## config.mk

```make
export PLATFORM = sky130hd
export DESIGN_NAME = runway_scheduler_flat
export DESIGN_NICKNAME = d
export VERILOG_FILES = /design/src/rtl/runway_scheduler_if.sv /design/src/rtl/runway_scheduler.sv /design/src/flat_wrapper.sv
export SDC_FILE = /design/constraint.sdc
export NUM_CORES = 1
export LEC_CHECK = 0
export BUFFER_PORTS_ARGS = -buffer_cell sky130_fd_sc_hd__buf_2
export CAP_MARGIN = 40
export CORE_ASPECT_RATIO = 1.25
export CORE_UTILIZATION = 30
export DETAILED_ROUTE_END_ITERATION = 8
export SYNTH_ARGS = -nofsm -noshare
export SYNTH_HDL_FRONTEND = slang
export SYNTH_SLANG_ARGS = --single-unit
```

## constraint.sdc

```tcl
create_clock -name clock -period 1.9 [get_ports clock]
set_input_delay 0.095 -clock clock [delete_from_list [all_inputs] [get_ports clock]]
set_output_delay 0.095 -clock clock [all_outputs]
set_load 0.005 [all_outputs]
```

## src/rtl/runway_scheduler_if.sv

```systemverilog
// Clearance channel from the runway scheduler to the reply sender (valid/ready).
interface runway_scheduler_if #(
  parameter int unsigned ID_W = 4
) ();
  logic            clr_valid;
  logic            clr_ready;
  logic [ID_W-1:0] clr_id;
  logic            clr_land;
  logic            clr_rwy;

  modport master (output clr_valid, output clr_id, output clr_land, output clr_rwy, input clr_ready);
  modport slave  (input clr_valid, input clr_id, input clr_land, input clr_rwy, output clr_ready);
endinterface

```

## src/rtl/runway_scheduler.sv

```systemverilog
// Runway scheduler: pops landing/take-off queue heads, assigns a free runway,
// issues clearances and tracks per-runway occupancy until released.
module runway_scheduler #(
  parameter int unsigned MAX_LAND_STREAK = 3,
  parameter int unsigned ID_W            = 4
) (
  input  logic                clock,
  input  logic                reset_n,
  input  logic                land_pending,
  input  logic [ID_W-1:0]     land_id,
  output logic                land_pop,
  input  logic                tkof_pending,
  input  logic [ID_W-1:0]     tkof_id,
  output logic                tkof_pop,
  input  logic                release_valid,
  input  logic                release_rwy,
  input  logic                emergency_req,
  runway_scheduler_if.master  clr,
  output logic [1:0]          runway_landing,
  output logic [1:0]          runway_takeoff,
  output logic                lockdown
);

  localparam int unsigned STREAK_W = $clog2(MAX_LAND_STREAK + 1);

  typedef enum logic [1:0] {IDLE, ISSUE, LOCKDOWN} state_t;

  state_t               state_q, state_d;
  logic [1:0]           land_occ_q, land_occ_d;
  logic [1:0]           tkof_occ_q, tkof_occ_d;
  logic [STREAK_W-1:0]  streak_q, streak_d;
  logic [ID_W-1:0]      id_q, id_d;
  logic                 land_q, land_d;
  logic                 rwy_q, rwy_d;
  logic                 pop_land, pop_tkof;
  logic                 grant_land, grant_rwy;
  logic [1:0]           busy;

  always_ff @(posedge clock or negedge reset_n) begin
    if (!reset_n) begin
      state_q    <= IDLE;
      land_occ_q <= 2'b00;
      tkof_occ_q <= 2'b00;
      streak_q   <= '0;
      id_q       <= '0;
      land_q     <= 1'b0;
      rwy_q      <= 1'b0;
    end else begin
      state_q    <= state_d;
      land_occ_q <= land_occ_d;
      tkof_occ_q <= tkof_occ_d;
      streak_q   <= streak_d;
      id_q       <= id_d;
      land_q     <= land_d;
      rwy_q      <= rwy_d;
    end
  end

  always_comb begin
    state_d    = state_q;
    land_occ_d = land_occ_q;
    tkof_occ_d = tkof_occ_q;
    streak_d   = streak_q;
    id_d       = id_q;
    land_d     = land_q;
    rwy_d      = rwy_q;
    pop_land   = 1'b0;
    pop_tkof   = 1'b0;
    grant_land = 1'b0;
    grant_rwy  = 1'b0;
    busy       = land_occ_q | tkof_occ_q;

    // Release applies first so a grant to the same runway in this cycle still sets it
    if (release_valid) begin
      land_occ_d[release_rwy] = 1'b0;
      tkof_occ_d[release_rwy] = 1'b0;
    end

    case (state_q)
      IDLE: begin
        if (emergency_req) begin
          state_d = LOCKDOWN;
        end else if (!(&busy) && (land_pending || tkof_pending)) begin
          grant_land = land_pending &&
                       !(tkof_pending && (streak_q == STREAK_W'(MAX_LAND_STREAK)));
          grant_rwy  = busy[0];
          pop_land   = grant_land;
          pop_tkof   = !grant_land;
          id_d       = grant_land ? land_id : tkof_id;
          land_d     = grant_land;
          rwy_d      = grant_rwy;
          state_d    = ISSUE;
          if (grant_land) begin
            land_occ_d[grant_rwy] = 1'b1;
            if (tkof_pending && (streak_q != STREAK_W'(MAX_LAND_STREAK)))
              streak_d = streak_q + STREAK_W'(1);
          end else begin
            tkof_occ_d[grant_rwy] = 1'b1;
            streak_d              = '0;
          end
        end
      end
      ISSUE: begin
        if (clr.clr_ready) state_d = IDLE;
      end
      LOCKDOWN: begin
        if (!emergency_req) state_d = IDLE;
      end
      default: state_d = IDLE;
    endcase
  end

  // Pop strobes are combinational in the grant cycle; held low while in reset
  assign land_pop       = pop_land & reset_n;
  assign tkof_pop       = pop_tkof & reset_n;
  assign clr.clr_valid  = (state_q == ISSUE);
  assign clr.clr_id     = id_q;
  assign clr.clr_land   = land_q;
  assign clr.clr_rwy    = rwy_q;
  assign runway_landing = land_occ_q;
  assign runway_takeoff = tkof_occ_q;
  assign lockdown       = (state_q == LOCKDOWN);

endmodule
```

## src/flat_wrapper.sv

```systemverilog
// flat-port wrapper written by rule: the top's interface ports become plain ports
module runway_scheduler_flat 
#(
  parameter int unsigned MAX_LAND_STREAK = 3,
  parameter int unsigned ID_W            = 4
)
  (clock, reset_n, land_pending, land_id, land_pop, tkof_pending, tkof_id, tkof_pop, release_valid, release_rwy, emergency_req, runway_landing, runway_takeoff, lockdown, clr_clr_valid, clr_clr_id, clr_clr_land, clr_clr_rwy, clr_clr_ready);
  runway_scheduler_if #(.ID_W(ID_W)) clr_i ();
  input  logic clock;
  input  logic reset_n;
  input  logic land_pending;
  input  logic [ID_W-1:0] land_id;
  output logic land_pop;
  input  logic tkof_pending;
  input  logic [ID_W-1:0] tkof_id;
  output logic tkof_pop;
  input  logic release_valid;
  input  logic release_rwy;
  input  logic emergency_req;
  output logic [1:0] runway_landing;
  output logic [1:0] runway_takeoff;
  output logic lockdown;
  output wire logic [$bits(clr_i.clr_valid)-1:0] clr_clr_valid;
  output wire logic [$bits(clr_i.clr_id)-1:0] clr_clr_id;
  output wire logic [$bits(clr_i.clr_land)-1:0] clr_clr_land;
  output wire logic [$bits(clr_i.clr_rwy)-1:0] clr_clr_rwy;
  input wire logic [$bits(clr_i.clr_ready)-1:0] clr_clr_ready;
  assign clr_clr_valid = clr_i.clr_valid;
  assign clr_clr_id = clr_i.clr_id;
  assign clr_clr_land = clr_i.clr_land;
  assign clr_clr_rwy = clr_i.clr_rwy;
  assign clr_i.clr_ready = clr_clr_ready;
  runway_scheduler #(.MAX_LAND_STREAK(MAX_LAND_STREAK), .ID_W(ID_W)) u_core (.clock(clock), .reset_n(reset_n), .land_pending(land_pending), .land_id(land_id), .land_pop(land_pop), .tkof_pending(tkof_pending), .tkof_id(tkof_id), .tkof_pop(tkof_pop), .release_valid(release_valid), .release_rwy(release_rwy), .emergency_req(emergency_req), .clr(clr_i), .runway_landing(runway_landing), .runway_takeoff(runway_takeoff), .lockdown(lockdown));
endmodule
```

# == Word-level counts from Yosys, hierarchy flattened ==
# Cells that the tools add are included.
# totals
register_bits,14
romBits,0
n_memories,0
word_cells,72
latchBits,0
mem_bits_rw,0
output_inout_bits,14
# classes
eq_ne,8
reduce_logical,15
div_mod_pow,0
add_sub_neg,1
muxes,28
shift,0
n_bitwise,9
n_mul,0
order_cmp,4
# op_table
cell,n
two-way mux 2 bit,16
two-way mux 1 bit,8
logical AND 1 bit,6
"inequality test 2 bit, second input constant",3
bitwise OR 2 bit,3
case mux 2 bit (3 select lines),1
AND reduction 3 bit,2
bitwise AND 2 bit,2
"== test 2 bit, second input constant",2
"less-than comparator 1 x 2 -> 1 bit, second input constant",2
two-way mux 4 bit,1
AND reduction 4 bit,1
logical NOT 1 bit,3
"inequality test 3 x 2 -> 1 bit, second input constant",1
"adder 2 x 1 -> 2 bit, second input constant",1
bitwise AND 1 bit,2
demux 1 bit (select 1 bit),2
"== test 2 x 1 -> 1 bit, second input constant",1
">= comparator 1 bit, second input constant",2
logical NOT 2 bit,1
"inequality test 2 x 1 -> 1 bit, second input constant",1
NOT 2 bit,1
AND reduction 2 bit,1
logical OR 1 bit,1
NOT 1 bit,1

# == Depth between registers and ports, before layout ==
# Gate-level depths: netlist of run 1.
# depth
word_depth,12
depth_mapped,5

# == Worst setup path before layout of run 1 ==
# Ideal clock, no wire load.
# synth_path
kind,register to register
startpoint,register u_core.streak_q[0]
endpoint,register u_core.id_q[1] (netlist: u_core.clr.clr_id[1])
stages_incl_launch_ff,6
arrival_ps,1397
synth_period_minus_slack_ps,1522
required_time_ps,1775
setup_time_ps,125
slack_ps,378
cell_sequence,dfrtp_1 -> ha_1 -> a21bo_1 -> buf_6 -> mux2_4 -> mux2_2
# synth_between
elab_chain_len,5
# synth_rtl
element,line_no,rtl
"start, declared",runway_scheduler.sv:31,"logic [STREAK_W-1:0] streak_q, streak_d;"
"start signal, assigned",runway_scheduler.sv:52,streak_q <= streak_d;
== test 2 bit,runway_scheduler.sv:85,!(tkof_pending && (streak_q == STREAK_W'(MAX_LAND_STREAK)));
logical AND 1 bit,runway_scheduler.sv:85,
logical NOT 1 bit,runway_scheduler.sv:85,
logical AND 1 bit,runway_scheduler.sv:84,grant_land = land_pending &&
two-way mux 4 bit,runway_scheduler.sv:89,id_d = grant_land ? land_id : tkof_id;
"end signal, assigned",runway_scheduler.sv:53,id_q <= id_d;
"end, declared",runway_scheduler.sv:32,"logic [ID_W-1:0] id_q, id_d;"
# No other way between the ends.
# A chain may end at the register's enable or synchronous reset.

# == Final worst setup path of run 1 ==
# layout_path
startpoint,register u_core.land_occ_q[0] (netlist: u_core.runway_landing[0])
endpoint,output tkof_pop
# layout_between
elab_chain_len,8
# layout_rtl
element,line_no,rtl
"start, declared",runway_scheduler.sv:29,"logic [1:0] land_occ_q, land_occ_d;"
"start signal, assigned",runway_scheduler.sv:50,land_occ_q <= land_occ_d;
bitwise OR 2 bit,runway_scheduler.sv:71,busy = land_occ_q | tkof_occ_q;
AND reduction 2 bit,runway_scheduler.sv:83,end else if (!(&busy) && (land_pending || tkof_pending)) begin
logical NOT 1 bit,runway_scheduler.sv:83,
logical AND 1 bit,runway_scheduler.sv:83,
two-way mux 1 bit,runway_scheduler.sv:83,
two-way mux 1 bit,runway_scheduler.sv:81,if (emergency_req) begin
two-way mux 1 bit,runway_scheduler.sv:79,case (state_q)
bitwise AND 1 bit,runway_scheduler.sv:115,assign tkof_pop = pop_tkof & reset_n;
"end, declared",flat_wrapper.sv:16,output logic tkof_pop;
# No other way between the ends.

==> flow_summary_export.csv, run 1 <==
group,metric,value,unit
detailed_routing,post_drt_wl_per_cell,12.4,um
clock_tree,clkTransAtPathRegs,0.08,ns
floorplan,rows,19,
detailed_routing,drt_iter0_markers,9,
final_layout,fin_cells,119,
sta,finalCritPeriodShare,93.1,%
floorplan,start_util,32.0,%
detailed_routing,via_count,557,
grt,grt_pass1_vias,524,
hold_path,holdPathEnd,"u_core.state_q[0]",
sta,setup_violations,0,
detailed_routing,detail-route-antenna-nets,0,
floorplan,coreArea,0.00221,mm^2
place,place_inst,114,
floorplan,fp.dieH,56.3,um
hold_path,min_from,"clr_clr_ready",
sta,clock.fmax,565,MHz
clock_tree,h-tree-depth,1,
final_layout,antennaDiodeCount,0,
final_layout,mostFrequentLayoutCells,"29 x buf_2, 14 x dfrtp_1, 6 x mux2_4, 5 x mux2_2, 4 x a32o_1",
sta,setup_tns,0,ns
worst_setup_path,r2r-end,"u_core.clr.clr_id[2]",
clock_tree,postCtsSetupBuffers,0,
sta,maxSlewHeadroom,75.2,%
clock_tree,cts_buffers,3,
grt,track_usage,13.0,%
clock_tree,clock_latency,0.27,ns
power_and_ir_drop,powerDensity,1190,mW/mm^2
clock_tree,cts_root_buffer,"clkbuf_4",
grt,grt_max_degree,17,
final_layout,area_growth,32.0,%
worst_setup_path,endpoint_kind,"primary output",
power_and_ir_drop,ir_worst_vdd,0.467,mV
worst_setup_path,critPathArrivalTime,1.67,ns
worst_setup_path,r2r-start,"u_core.streak_q[0]",
outcome,status,"finished, final reports clean",
grt,gr-total-overflow,0,
final_layout,fillers,214,
detailed_routing,drt_first_pass_iters,3,
sta,clock_skew,0.00118,ns
yosys,syn_inst,55,
run,cap_violations,0,
floorplan,pin_count,30,
yosys,netlist_area,708,um^2
grt,antenna_found_initial,0,
clock_tree,cts_sinks,14,
place,io_buffers,29,
detailed_routing,vias_per_cell,4.68,
sta,rsz0062_at_grt,"no",
clock_tree,clockBufferDepth,2,
place,hpwl,1110,um
worst_setup_path,crit_fanout,12,
yosys,synth_cell_types,24,
worst_setup_path,startpoint_type,"flip-flop",
worst_setup_path,crit_required,1.80,ns
sta,finalHoldViolations,0,
floorplan,die_w,45.5,um
sta,holdWs,0.0769,ns
hold_path,min_path_type,"input port to flip-flop",
yosys,yosysSeqAreaShare,49.5,%
yosys,synth_warnings,0,
detailed_routing,drcViolationCount,0,
worst_setup_path,reg2reg_slack,0.26,ns
worst_setup_path,crit_type,"flip-flop to primary output",
final_layout,drive_above_1_share,54.5,%
yosys,syn_nets,72,
place,globalplace.congestion,0.732,
power_and_ir_drop,finalPower,0.00111,W
worst_setup_path,r2r_cells,4,
yosys,avgSynthCellArea,12.9,um^2
detailed_routing,routed_wl,1480,um
clock_tree,cts_tree,"built",
floorplan,die-area,0.00256,mm^2
sta,slew_viol_final,0,
hold_path,hold_depth,3,
grt,grt_first_pass_wirelength,2300,um
yosys,yosys_register_bits,14,
final_layout,final_common_cell,"buf_2",
sta,period_minus_slack,1.77,ns
final_layout,nets,106,
sta,tightestPinTransition,0.371,ns
power_and_ir_drop,p_leak,0.485,nW
cells by family after synthesis:
group	after synthesis	share of synthesized area, %
flip-flops	14	49.5
adder cells (fa/ha/maj)	1	1.77
AO/OA/AOI/OAI	10	12.2
buffers and inverters	3	3.18
AND/OR/NAND/NOR	15	11.3
multiplexers	12	22.1
registers in the layout, summed over array words and instances, names as in the netlist:
name / count
u_core.clr.clr_id: 4
u_core.clr.clr_land: 1
u_core.clr.clr_rwy: 1
u_core.runway_landing: 2
u_core.runway_takeoff: 2
u_core.state_q: 2
u_core.streak_q: 2
final cells by class:
cell class | count | area, um^2 | share of cell area, %
timing repair buffer | 31 | 163 | 17.4
inverter | 1 | 3.75 | 0.402
tap | 31 | 38.8 | 4.15
sequential | 14 | 350 | 37.5
clock buffer | 4 | 36.3 | 3.88
multi-input combinational | 38 | 343 | 36.7
critical path: stages, from the launching register on:
cell     delay (ns)
dfrtp_1        0.43
o22ai_1        0.34
o211a_4        0.33
and3_2         0.19
buf_2          0.10
repair_timing:
| action | CTS | global route |
|---|---|---|
| hold buffers | 1 | 0 |
| gates resized for setup | 2 | 0 |
| endpoints found under the setup margin | 2 | 0 |
| hold endpoints to repair | 14 | 0 |
per-layer routing:
metal  vias up  GRT usage [%]  share of wire [%]
met2        13           20.0                 55
met1       271           15.2                 41
met5         -              0                  0
li1        271              -                  -
met4         0           9.09                1.2
met3         2           2.89                3.2
cell usage after synthesis:
cell type | count | area, um^2
nand3_1 | 1 | 5.00
buf_6 | 1 | 11.3
a21oi_1 | 1 | 5.00
ha_1 | 1 | 12.5
o22ai_1 | 1 | 6.26
nand2b_1 | 2 | 12.5
dfrtp_1 | 14 | 350
buf_4 | 1 | 7.51
mux2_2 | 5 | 56.3
and3_1 | 1 | 6.26
a21bo_1 | 1 | 10.0
o211ai_1 | 1 | 7.51
a21boi_0 | 1 | 7.51
nor2_1 | 3 | 11.3
mux2_4 | 6 | 90.1
inv_1 | 1 | 3.75
o211a_1 | 1 | 10.0
a32o_1 | 4 | 40.0
mux2i_1 | 1 | 10.0
or2_2 | 1 | 6.26
nand2_1 | 2 | 7.51
and3_2 | 1 | 7.51
nor2b_1 | 3 | 18.8
nor3_1 | 1 | 5.00
worst max path at each step:
stage | to | start | slack [ns]
2_1_floorplan | u_core.clr.clr_id[1] | u_core.streak_q[0] | 0.38
3_3_place_gp | u_core.clr.clr_rwy | u_core.runway_landing[0] | 0.21
3_5_place_dp | u_core.clr.clr_id[1] | u_core.runway_landing[0] | 0.17
4_1_cts | tkof_pop | u_core.runway_landing[0] | 0.11
5_1_grt | tkof_pop | u_core.runway_landing[0] | 0.001
6_report | tkof_pop | u_core.runway_landing[0] | 0.13
report_power, final:
group | internal, W | total (W) | leakage (nW) | switching [W]
logic | 0.000240 | 0.000401 | 0.288 | 0.000161
clock network | 0.000116 | 0.000209 | 0.0210 | 0.0000927
registers | 0.000416 | 0.000499 | 0.176 | 0.0000832
through the flow:
| stage | utilization (%) | setup slack [ns] | instance area [um^2] |
|---|---|---|---|
| floorplan | - | 0.378 | 708 |
| global placement | 39.8 | 0.209 | 881 |
| detailed placement | 39.8 | 0.170 | 881 |
| CTS | 42.3 | 0.106 | 935 |
| global route | 42.3 | 0.00108 | 935 |
| finish | 42.3 | 0.130 | 935 |
Note: power is estimated with default switching activity, not from simulation.
==> run 2, diff against run 1 <==
--- a/config.mk
+++ b/config.mk
@@ -10,6 +10,7 @@
 export CORE_ASPECT_RATIO = 1.25
 export CORE_UTILIZATION = 30
 export DETAILED_ROUTE_END_ITERATION = 8
+export REMOVE_ABC_BUFFERS = 1
 export SYNTH_ARGS = -nofsm -noshare
 export SYNTH_HDL_FRONTEND = slang
 export SYNTH_SLANG_ARGS = --single-unit
==> run 2 against run 1 <==
Compared with the run above: register-to-register slack improved by 0.02 ns; worst setup slack gained 0.023 ns; count of clock-buffer cells in the layout stayed put; flip-flop and latch count stayed put; die area is the same.
==> flow_summary_export.csv, run 2 (synthesis results as in run 1) <==
group,metric,value,unit
clock_tree,cts_tree,"built",
sta,holdWs,0.0784,ns
worst_setup_path,critPathArrivalTime,1.65,ns
sta,slew_viol_final,0,
floorplan,start_util,32.0,%
detailed_routing,routed_wl,1480,um
clock_tree,cts_root_buffer,"clkbuf_4",
grt,gr-total-overflow,0,
floorplan,die_w,45.5,um
hold_path,min_path_type,"input port to flip-flop",
power_and_ir_drop,p_leak,0.485,nW
place,globalplace.congestion,0.733,
worst_setup_path,crit_required,1.80,ns
hold_path,min_from,"clr_clr_ready",
grt,grt_util_met2,19.8,%
clock_tree,cts_buffers,3,
clock_tree,clockBufferDepth,2,
final_layout,mostFrequentLayoutCells,"29 x buf_2, 14 x dfrtp_1, 6 x mux2_4, 5 x mux2_2, 4 x a32o_1",
place,io_buffers,29,
final_layout,antennaDiodeCount,0,
hold_path,hold_depth,3,
sta,rsz0062_at_grt,"no",
outcome,status,"finished, final reports clean",
sta,finalHoldViolations,0,
final_layout,final_common_cell,"buf_2",
place,hpwl,1090,um
power_and_ir_drop,powerDensity,1190,mW/mm^2
clock_tree,clkTransAtPathRegs,0.09,ns
sta,maxSlewHeadroom,76.2,%
final_layout,largest_reg_flops,4,
sta,finalCritPeriodShare,91.9,%
run,cap_violations,0,
sta,setup_violations,0,
floorplan,coreArea,0.00221,mm^2
worst_setup_path,r2r_cells,4,
grt,grt_pass1_vias,568,
grt,met1_usage,15.7,%
final_layout,nets,106,
sta,clock.fmax,573,MHz
grt,met3_usage,2.89,%
worst_setup_path,crit_type,"flip-flop to primary output",
floorplan,die-area,0.00256,mm^2
final_layout,drive_above_1_share,54.5,%
floorplan,rows,19,
final_layout,fillers,228,
grt,grt_max_degree,17,
detailed_routing,via_count,563,
floorplan,fp.dieH,56.3,um
hold_path,holdPathEnd,"u_core.state_q[0]",
grt,busiest_layer,"met2",
detailed_routing,post_drt_wl_per_cell,12.4,um
worst_setup_path,r2r-start,"u_core.streak_q[0]",
sta,tightestPinTransition,0.356,ns
clock_tree,h-tree-depth,1,
clock_tree,clock_latency,0.28,ns
grt,grt_first_pass_wirelength,2390,um
sta,setup_tns,0,ns
grt,antenna_found_initial,0,
final_layout,multiInputGateArea,343,um^2
sta,period_minus_slack,1.75,ns
worst_setup_path,crit_fanout,12,
clock_tree,cts_sinks,14,
sta,clock_skew,0.00979,ns
worst_setup_path,reg2reg_slack,0.28,ns
sta,fin_ws,0.154,ns
detailed_routing,drt_first_pass_iters,3,
final_layout,area_growth,32.0,%
detailed_routing,detail-route-antenna-nets,0,
detailed_routing,drcViolationCount,0,
power_and_ir_drop,ir_worst_vdd,0.390,mV
worst_setup_path,endpoint_kind,"primary output",
place,dp_slack,0.215,ns
grt,track_usage,13.1,%
detailed_routing,drt_iter0_markers,7,
worst_setup_path,startpoint_type,"flip-flop",
worst_setup_path,r2r-end,"u_core.clr.clr_id[1]",
detailed_routing,vias_per_cell,4.73,
final_layout,seq_area,350,um^2
floorplan,pin_count,30,
run 2: metal layers:
layer	part of all wire, %	vias to the layer above
li1	-	266
met1	44	279
met2	51	14
met3	2.4	4
met4	2.7	0
met5	0	-
run 2: worst max path at each step:
stage | from | to | slack [ns] | cells past startpoint
3_5_place_dp | u_core.runway_landing[0] | u_core.clr.clr_id[1] | 0.21 | 3
5_1_grt | u_core.runway_landing[0] | tkof_pop | 0.04 | 4
4_1_cts | u_core.runway_landing[0] | land_pop | 0.04 | 4
6_report | u_core.runway_landing[0] | land_pop | 0.15 | 4
3_3_place_gp | u_core.runway_landing[0] | u_core.clr.clr_rwy | 0.24 | 3
2_1_floorplan | u_core.streak_q[0] | u_core.clr.clr_id[1] | 0.38 | 4
run 2: cell type report:
type                            count  share of cell area [%]
Sequential cell                    14                    37.5
Multi-Input combinational cell     38                    36.7
Timing Repair Buffer               31                    17.4
Tap cell                           31                    4.15
Clock buffer                        4                    3.88
Inverter                            1                   0.402
run 2: timing repair:
item	4_1_cts	5_1_grt
resized for setup	1	1
hold buffers	1	0
setup endpoints to repair	2	2
gates cloned	0	0
setup buffers	0	0
hold endpoints to repair	14	0
run 2: critical path: stages, from the launching register on:
cell     delay [ns]
dfrtp_1        0.43
o22ai_1        0.33
o211a_4        0.33
and3_1         0.18
buf_2          0.11
run 2: stage by stage:
stage          instance area [um^2]  cells  util (%)  total power [W]
6_report                        935    119      42.3          0.00111
5_1_grt                         935    119      42.3          0.00120
3_5_place_dp                    881    114      39.8         0.000902
3_3_place_gp                    881    114      39.8         0.000890
2_1_floorplan                   689     53         -         0.000728
4_1_cts                         927    119      41.9          0.00112
run 2: report_power, final:
group,switching [W],internal (W)
sequential,0.0000825,0.000416
combinational,0.000158,0.000241
clock,0.0000985,0.000117
total,0.000339,0.000773
==> run 3, diff against run 2 <==
--- a/config.mk
+++ b/config.mk
@@ -9,6 +9,7 @@
 export CAP_MARGIN = 40
 export CORE_ASPECT_RATIO = 1.25
 export CORE_UTILIZATION = 30
+export CTS_BUF_LIST = sky130_fd_sc_hd__clkbuf_16
 export DETAILED_ROUTE_END_ITERATION = 8
 export REMOVE_ABC_BUFFERS = 1
 export SYNTH_ARGS = -nofsm -noshare
==> run 3 against run 2 <==
Compared with the run above: critical path depth is the same; sequential share of layout area shrank 1.4 points; via count grew 1.8%; utilization grew 1.6 points; power grew 16%; non-clock buffer count is the same; worst hold slack gained 0.044 ns; fmax shrank 2.4%; count of clock-buffer cells in the layout shrank 1; wire length grew 0.54%; largest cell class unchanged.
==> flow_summary_export.csv, run 3 (synthesis results as in run 1) <==
group,metric,value,unit
power_and_ir_drop,p_leak,0.501,nW
hold_path,hold_depth,2,
floorplan,coreArea,0.00221,mm^2
clock_tree,clockBufferDepth,2,
grt,grt_first_pass_wirelength,2420,um
final_layout,nets,106,
worst_setup_path,r2r-end,"u_core.clr.clr_rwy",
run,cap_violations,0,
grt,antenna_found_initial,0,
place,globalplace.congestion,0.733,
sta,period_minus_slack,1.79,ns
worst_setup_path,crit_fanout,12,
clock_tree,clock_latency,0.24,ns
grt,grt_pass1_vias,579,
grt,track_usage,13.1,%
final_layout,final_common_cell,"buf_2",
detailed_routing,drt_iter0_markers,8,
final_layout,largest_reg_flops,4,
final_layout,fin_cells,119,
sta,finalCritPeriodShare,94.2,%
worst_setup_path,crit_type,"flip-flop to primary output",
detailed_routing,via_count,573,
worst_setup_path,r2r-start,"u_core.runway_landing[0]",
place,place_inst,114,
clock_tree,clkTransAtPathRegs,0.04,ns
final_layout,antennaDiodeCount,0,
grt,met3_usage,3.86,%
place,placed_area,881,um^2
sta,slew_viol_final,0,
worst_setup_path,startpoint_type,"flip-flop",
floorplan,start_util,32.0,%
detailed_routing,drcViolationCount,0,
sta,maxSlewHeadroom,76.8,%
detailed_routing,drt_first_pass_iters,3,
floorplan,rows,19,
clock_tree,postCtsSetupBuffers,0,
power_and_ir_drop,ir_worst_vdd,0.515,mV
sta,finalHoldViolations,0,
sta,clock.fmax,559,MHz
place,io_buffers,29,
clock_tree,h-tree-depth,1,
floorplan,die_w,45.5,um
worst_setup_path,worstSetupEndpoint,"land_pop",
final_layout,finalInstanceArea,970,um^2
worst_setup_path,critPathArrivalTime,1.69,ns
floorplan,pin_count,30,
grt,met1_usage,15.1,%
detailed_routing,post_drt_wl_per_cell,12.5,um
final_layout,fillers,222,
detailed_routing,vias_per_cell,4.82,
outcome,status,"finished, final reports clean",
place,hpwl,1090,um
sta,tightestPinTransition,0.348,ns
floorplan,fp.dieH,56.3,um
sta,clock_skew,0.00243,ns
floorplan,die-area,0.00256,mm^2
worst_setup_path,endpoint_kind,"primary output",
grt,grt_max_degree,17,
grt,busiest_layer,"met2",
worst_setup_path,r2r_cells,3,
detailed_routing,detail-route-antenna-nets,0,
sta,setup_violations,0,
clock_tree,cts_tree,"built",
final_layout,mostFrequentLayoutCells,"29 x buf_2, 14 x dfrtp_1, 6 x mux2_4, 5 x mux2_2, 4 x a32o_1",
worst_setup_path,startpoint,"u_core.runway_landing[0]",
grt,grt_util_met2,21.0,%
final_layout,drive_above_1_share,53.4,%
hold_path,min_path_type,"input port to flip-flop",
clock_tree,cts_buffers,3,
power_and_ir_drop,powerDensity,1330,mW/mm^2
grt,gr-total-overflow,0,
sta,fin_ws,0.110,ns
sta,setup_tns,0,ns
place,dp_slack,0.215,ns
sta,rsz0062_at_grt,"no",
final_layout,area_growth,36.9,%
worst_setup_path,crit_required,1.80,ns
clock_tree,cts_root_buffer,"clkbuf_16",
sta,holdWs,0.122,ns
detailed_routing,routed_wl,1490,um
clock_tree,cts_sinks,14,
worst_setup_path,reg2reg_slack,0.28,ns
## run 3: per-layer routing
metal | share of wire, % | routed length [um] | vias to the layer above
met5 | 0 | 0 | -
met4 | 1.4 | 21 | 0
met3 | 2.6 | 38 | 2
met2 | 53 | 793 | 14
met1 | 43 | 636 | 289
li1 | - | - | 268
## run 3: through the flow
stage	total power (W)	utilization [%]
6_report	0.00129	43.9
2_1_floorplan	0.000728	-
3_3_place_gp	0.000890	39.8
5_1_grt	0.00137	43.9
3_5_place_dp	0.000902	39.8
4_1_cts	0.00130	43.9
## run 3: worst min-delay path by stage
| stage | startpoint | endpoint | slack (ns) |
|---|---|---|---|
| 6_report | emergency_req | u_core.state_q[1] | 0.12 |
| 5_1_grt | emergency_req | u_core.state_q[1] | 0.14 |
| 4_1_cts | emergency_req | u_core.state_q[1] | 0.13 |
| 3_5_place_dp | reset_n | u_core.state_q[1] | 0.02 |
| 3_3_place_gp | reset_n | u_core.state_q[1] | 0.02 |
| 2_1_floorplan | reset_n | u_core.clr.clr_id[0] | -0.20 |
## run 3: repair_timing
| action | CTS | global route |
|---|---|---|
| endpoints found under the hold margin | 14 | 0 |
| gates resized for setup | 0 | 1 |
| hold buffers | 1 | 0 |
| setup endpoints to repair | 0 | 2 |
## run 3: layout make-up
cell class	instances	area, um^2	area share (%)
flip-flops and latches	14	350	36.1
multi-input cells	38	335	34.6
repair buffers	31	163	16.8
clock buffers	3	75.1	7.74
well taps	31	38.8	4.00
clock inverters	1	3.75	0.387
inverters	1	3.75	0.387
## run 3: where the power goes
group | switching, W | internal, W
sequential | 0.0000826 | 0.000418
clock | 0.000114 | 0.000278
combinational | 0.000156 | 0.000238
total | 0.000353 | 0.000933
## run 3: critical path, cell delays in order, from the launching register on
cell	delay, ns
dfrtp_1	0.41
o22ai_1	0.29
o211a_2	0.43
and3_1	0.22
buf_2	0.11
